--- config.mk ---
export PLATFORM = sky130hd
export DESIGN_NAME = rd_ptr_ctrl
export DESIGN_NICKNAME = d
export VERILOG_FILES = /design/src/rtl/rd_ptr_ctrl.sv
export SDC_FILE = /design/constraint.sdc
export NUM_CORES = 1
export LEC_CHECK = 0
export BUFFER_PORTS_ARGS = -buffer_cell sky130_fd_sc_hd__buf_4
export CAP_MARGIN = 5
export CORE_MARGIN = 4
export CORE_UTILIZATION = 43
export DETAILED_ROUTE_END_ITERATION = 7
export PLACE_DENSITY_LB_ADDON = 0.2
export SYNTH_ARGS = -nofsm -noshare
export SYNTH_HDL_FRONTEND = slang
export SYNTH_SLANG_ARGS = --single-unit
--- constraint.sdc ---
create_clock -name i_Rclk -period 2.6 [get_ports i_Rclk]
set_clock_uncertainty 0.15 [all_clocks]
set_input_delay 0.39 -clock i_Rclk [delete_from_list [all_inputs] [get_ports i_Rclk]]
set_output_delay 0.39 -clock i_Rclk [all_outputs]
set_load 0.01 [all_outputs]
--- src/rtl/rd_ptr_ctrl.sv ---
// Read-side pointer controller for the async FIFO. Keeps the binary/gray read
// pointers, a registered empty flag computed against the next pointer, a
// conservative fill level, and a one-entry valid/ready output register that
// sustains one word per cycle.
module rd_ptr_ctrl #(
   parameter int PTR_WIDTH  = 3,
   parameter int DATA_WIDTH = 8,
   parameter int AE_THRESH  = 1
) (
   input  logic                  i_Rclk,
   input  logic                  i_Rrst_n,
   input  logic [PTR_WIDTH:0]    i_g_wptr_sync,
   input  logic [DATA_WIDTH-1:0] i_rd_data,
   input  logic                  i_ready,
   output logic [PTR_WIDTH:0]    o_b_rptr,
   output logic [PTR_WIDTH:0]    o_g_rptr,
   output logic                  o_empty,
   output logic [DATA_WIDTH-1:0] o_data,
   output logic                  o_valid,
   output logic [PTR_WIDTH:0]    o_level,
   output logic                  o_almost_empty
);

   localparam int PW = PTR_WIDTH + 1;
   localparam logic [PW-1:0] AE_LIMIT = PW'(AE_THRESH);

   function automatic logic [PW-1:0] bin2gray(input logic [PW-1:0] b);
      return (b >> 1) ^ b;
   endfunction

   // Prefix XOR from the MSB down recovers the binary count.
   function automatic logic [PW-1:0] gray2bin(input logic [PW-1:0] g);
      logic [PW-1:0] b;
      b = g;
      for (int i = PW - 2; i >= 0; i--) begin
         b[i] = b[i+1] ^ g[i];
      end
      return b;
   endfunction

   logic          pop;
   logic [PW-1:0] b_next;
   logic [PW-1:0] g_next;
   logic [PW-1:0] w_bin;
   logic [PW-1:0] lvl_next;

   // Pop decision and next-pointer / next-level arithmetic.
   always_comb begin
      pop      = !o_empty && (!o_valid || i_ready);
      b_next   = o_b_rptr + {{(PW-1){1'b0}}, pop};
      g_next   = bin2gray(b_next);
      w_bin    = gray2bin(i_g_wptr_sync);
      lvl_next = w_bin - b_next;
   end

   // Pointers, empty and level are all judged against the next pointer so
   // popping the last word raises empty on the same edge.
   always_ff @(posedge i_Rclk or negedge i_Rrst_n) begin
      if (!i_Rrst_n) begin
         o_b_rptr       <= '0;
         o_g_rptr       <= '0;
         o_empty        <= 1'b1;
         o_level        <= '0;
         o_almost_empty <= 1'b1;
      end else begin
         o_b_rptr       <= b_next;
         o_g_rptr       <= g_next;
         o_empty        <= (g_next == i_g_wptr_sync);
         o_level        <= lvl_next;
         o_almost_empty <= (lvl_next <= AE_LIMIT);
      end
   end

   // Output register: load on pop (accept-and-reload in one edge), drop valid
   // on a plain acceptance, otherwise hold steady.
   always_ff @(posedge i_Rclk or negedge i_Rrst_n) begin
      if (!i_Rrst_n) begin
         o_data  <= '0;
         o_valid <= 1'b0;
      end else if (pop) begin
         o_data  <= i_rd_data;
         o_valid <= 1'b1;
      end else if (o_valid && i_ready) begin
         o_valid <= 1'b0;
      end
   end

endmodule

==> impl_metrics.ini <==
[drt]
top_signal_layer_used = met4
drt_drc_violations_left = 0
detail-route-antenna-nets = 0
wl_met1_um = 709
drtIter0Drc = 9
num_vias = 645
routedWlPerCell_um = 12.08
routed_wl_um = 1739
dr.pass1.iters = 2
detailroute.wirelength.met3_um = 127
met2_length_um = 875
vias_per_inst = 4.479

[critical_path]
reg2reg_path_depth = 9
critPathMostFrequentCell = ha_1
crit_path_max_incr_delay_ns = 0.57
worst-r2r-setup-slack_ns = 0.20
worstPathArrival_ns = 2.47
r2r_start = o_empty
endpoint_kind = register
crit_buf_inv = 0
worstPathMaxFanout = 3
timing.critical_path.from_type = register
slowest_stage = dfstp_2
crit_type = register to register
path_delay_family = adder cells
reg2reg_to = o_almost_empty
timing.critical_path.required_ns = 2.67
cell_chain_critical_path = a21oi_4 -> ha_1 -> ha_1 -> xnor2_1 -> ha_1 -> or3b_4 -> o311ai_4 -> xnor2_2 -> nor3_2

[yosys]
synthCells = 73
number_of_distinct_standard_cells_referenced_by_the_synthesized_netlist = 25
mappedNetlistArea_sq_um = 1022
post-synth-top-area-fraction = 0.4896
postSynthNetCount = 93
synth_top_cell_by_area = dfrtp_1
synth-seq-cells = 22
synth_sequential_area_ratio = 0.5410
postSynthAreaPerCell_sq_um = 14.00
synth.yosys.warnings = 0
synth_area_leaders = dfrtp_1, xnor2_1, ha_1, mux2_2, dfstp_2

[placed_design]
port_buffers = 37
gpl.final_weighted_congestion = 0.7269
placed_wire_length_estimate_after_detailed_placement_um = 1462
placed_cells_incl_taps = 139

[floorplanning]
die_h_um = 56.76
die-area_sq_um = 3221
floorplan.io_pins = 38
floorplan.rows = 17
fp.coreArea_sq_um = 2233
chipWidth_um = 56.76
starting_density_of_the_core = 0.4577

[finish]
final_core_util = 0.6286
final_net_count = 138
diodes = 0
regArea_sq_um = 553.0
fin_cells = 144
syn2layout_area_growth_pct = 37.33
fillCellCount = 203
multi_input_comb_area_sq_um = 449.2
final_layout_size_suffix_gt1_frac = 0.5000

[clock_network]
tritoncts = yes
clock_transition_time_at_the_flip_flop_clock_pins_of_the_worst_setup_and_hold_paths_ns = 0.10
cts-root-buf = clkbuf_4
clkLatencyLatePin_ns = 0.29
clock_buffers_created_by_tritoncts = 3
htreeDepth = 1
clock_path_buffers = 2
cts_sinks = 22

[worst_hold_path]
worst_hold_path.endpoint = o_valid
min_path_type = primary input to register
timing.hold.worst_path_depth = 2
hold_path.startpoint = i_ready

[sta]
hold_violations = 0
fin_setup_tns_ns = 0
drv_slew = 0
min_period_ns = 2.396
timing_worst_slew_pin_value_ns = 0.2655
fin_crit_sh = 0.9214
finalSetupViolations = 0
clock.fmax_mhz = 417.4
timing.slew.headroom = 0.8218
grt_setup_unrepaired = false

[power]
power.ir.vdd_worst_uv = 762.6
comb_power_share = 0.594
leakagePower_nw = 0.6891
power_density_relative_to_cell_area_nw_per_um2 = 1202
cell_internal_pwr_mw = 1.078
netSwitchingPower_uw = 609.6
sw_frac_of_total = 0.3611
clock_power_share = 0.083
seqPwrFrac = 0.323

[grt]
grtUsageTotal = 0.1193
grt_antenna_before_repair = 0
grt_pass1_wl_um = 2987
grt_pass1_vias = 645
grt_overflow = 0
grt_start_max_net_pins = 23

[flow_run]
cap_viol_max_count = 0

[status]
outcome = finished, final reports clean
-- power by group through the flow --
stage | Sequential [mW] | Combinational, mW | Clock, mW
6_report | 0.545 | 1.00 | 0.141
5_1_grt | 0.562 | 1.10 | 0.169
4_1_cts | 0.547 | 0.989 | 0.152
3_5_place_dp | 0.555 | 0.985 | 0
3_3_place_gp | 0.553 | 0.972 | 0
2_1_floorplan | 0.611 | 0.573 | 0
-- worst max-delay path by stage --
| stage | from | end | slack [ns] | cells past startpoint |
|---|---|---|---|---|
| final | o_empty | o_almost_empty | 0.20 | 9 |
| after global placement | i_ready | o_almost_empty | 0.05 | 11 |
| after floorplan | o_valid | o_almost_empty | 0.01 | 9 |
| after detailed placement | i_ready | o_almost_empty | 0.007 | 11 |
| after global routing | o_empty | o_almost_empty | 0.09 | 9 |
| after CTS | o_empty | o_almost_empty | 0.05 | 9 |
-- routing by layer --
layer	global-route usage	vias to the layer above
met2	0.2046	18
li1	-	326
met3	0.03448	2
met5	0	-
met4	0.06954	0
met1	0.1292	299
-- cells in the final DEF, fill, tap and decap left out --
cell type,synthesis,routed
inv_1,6,6
xor2_1,6,6
nor2_1,1,1
clkbuf_4,0,3
mux2_2,5,5
o21ai_0,1,1
xnor3_2,1,1
dlygate4sd3_1,0,1
dfrtp_1,20,20
buf_4,1,41
and2_1,2,2
nor3_2,1,1
nor3_1,1,1
mux2i_1,1,1
or3b_4,0,1
o21bai_1,1,1
xnor2_2,0,1
o311ai_4,1,1
a21boi_1,1,1
a21oi_4,0,1
dfstp_2,2,2
inv_2,1,1
xnor2_1,8,7
ha_1,5,5
xnor3_1,1,1
nand3_1,1,1
mux2_1,3,3
-- area by class of cell --
type | count | share of cell area
sequential | 22 | 0.3939
multi-input combinational | 42 | 0.3200
timing repair buffer | 42 | 0.2264
tap | 28 | 0.02496
inverter | 7 | 0.01872
clock buffer | 3 | 0.01604
-- per-stage QoR --
step	hold slack, ns	power, mW	worst slack, ns	instance area [sq um]
2_1_floorplan	-0.05559	1.185	0.01393	1030
3_3_place_gp	0.1387	1.525	0.05290	1354
3_5_place_dp	0.1415	1.540	0.007152	1354
4_1_cts	0.1219	1.688	0.04786	1386
5_1_grt	0.1032	1.835	0.08554	1404
6_report	0.1410	1.688	0.2045	1404
-- cells by family after synthesis --
| family | Yosys count | synth area share |
|---|---|---|
| AND/OR/NAND/NOR | 7 | 0.04405 |
| XOR/XNOR | 16 | 0.1652 |
| buffers and inverters | 9 | 0.03671 |
| multiplexers | 9 | 0.09791 |
| AO/OA/AOI/OAI | 5 | 0.05386 |
| adder cells (fa/ha/maj) | 5 | 0.06120 |
| flip-flops | 22 | 0.5410 |
-- timing repair --
| action | 4_1_cts | 5_1_grt |
|---|---|---|
| hold buffers | 1 | 0 |
| endpoints found under the hold margin | 20 | 0 |
| endpoints found under the setup margin | 0 | 2 |
| gates resized for setup | 0 | 2 |
| setup buffers | 0 | 1 |
-- cells in the mapped netlist --
master and n:
dfrtp_1 20, xnor2_1 8, inv_1 6, xor2_1 6, ha_1 5, mux2_2 5
mux2_1 3, and2_1 2, dfstp_2 2, a21boi_1 1, a21oi_2 1, buf_4 1
clkbuf_1 1, inv_2 1, mux2i_1 1, nand3_1 1, nor2_1 1, nor3_1 1
nor3_2 1, o21ai_0 1, o21bai_1 1, o311ai_4 1, or3b_2 1, xnor3_1 1
xnor3_2 1
-- state kept, by name (all words and copies together) (netlist names) --
name and count:
o_empty 1, o_almost_empty 1, o_level 4, o_data 8, o_g_rptr 3, o_b_rptr 4
o_valid 1
No activity file was read; power rests on OpenSTA's default activity.
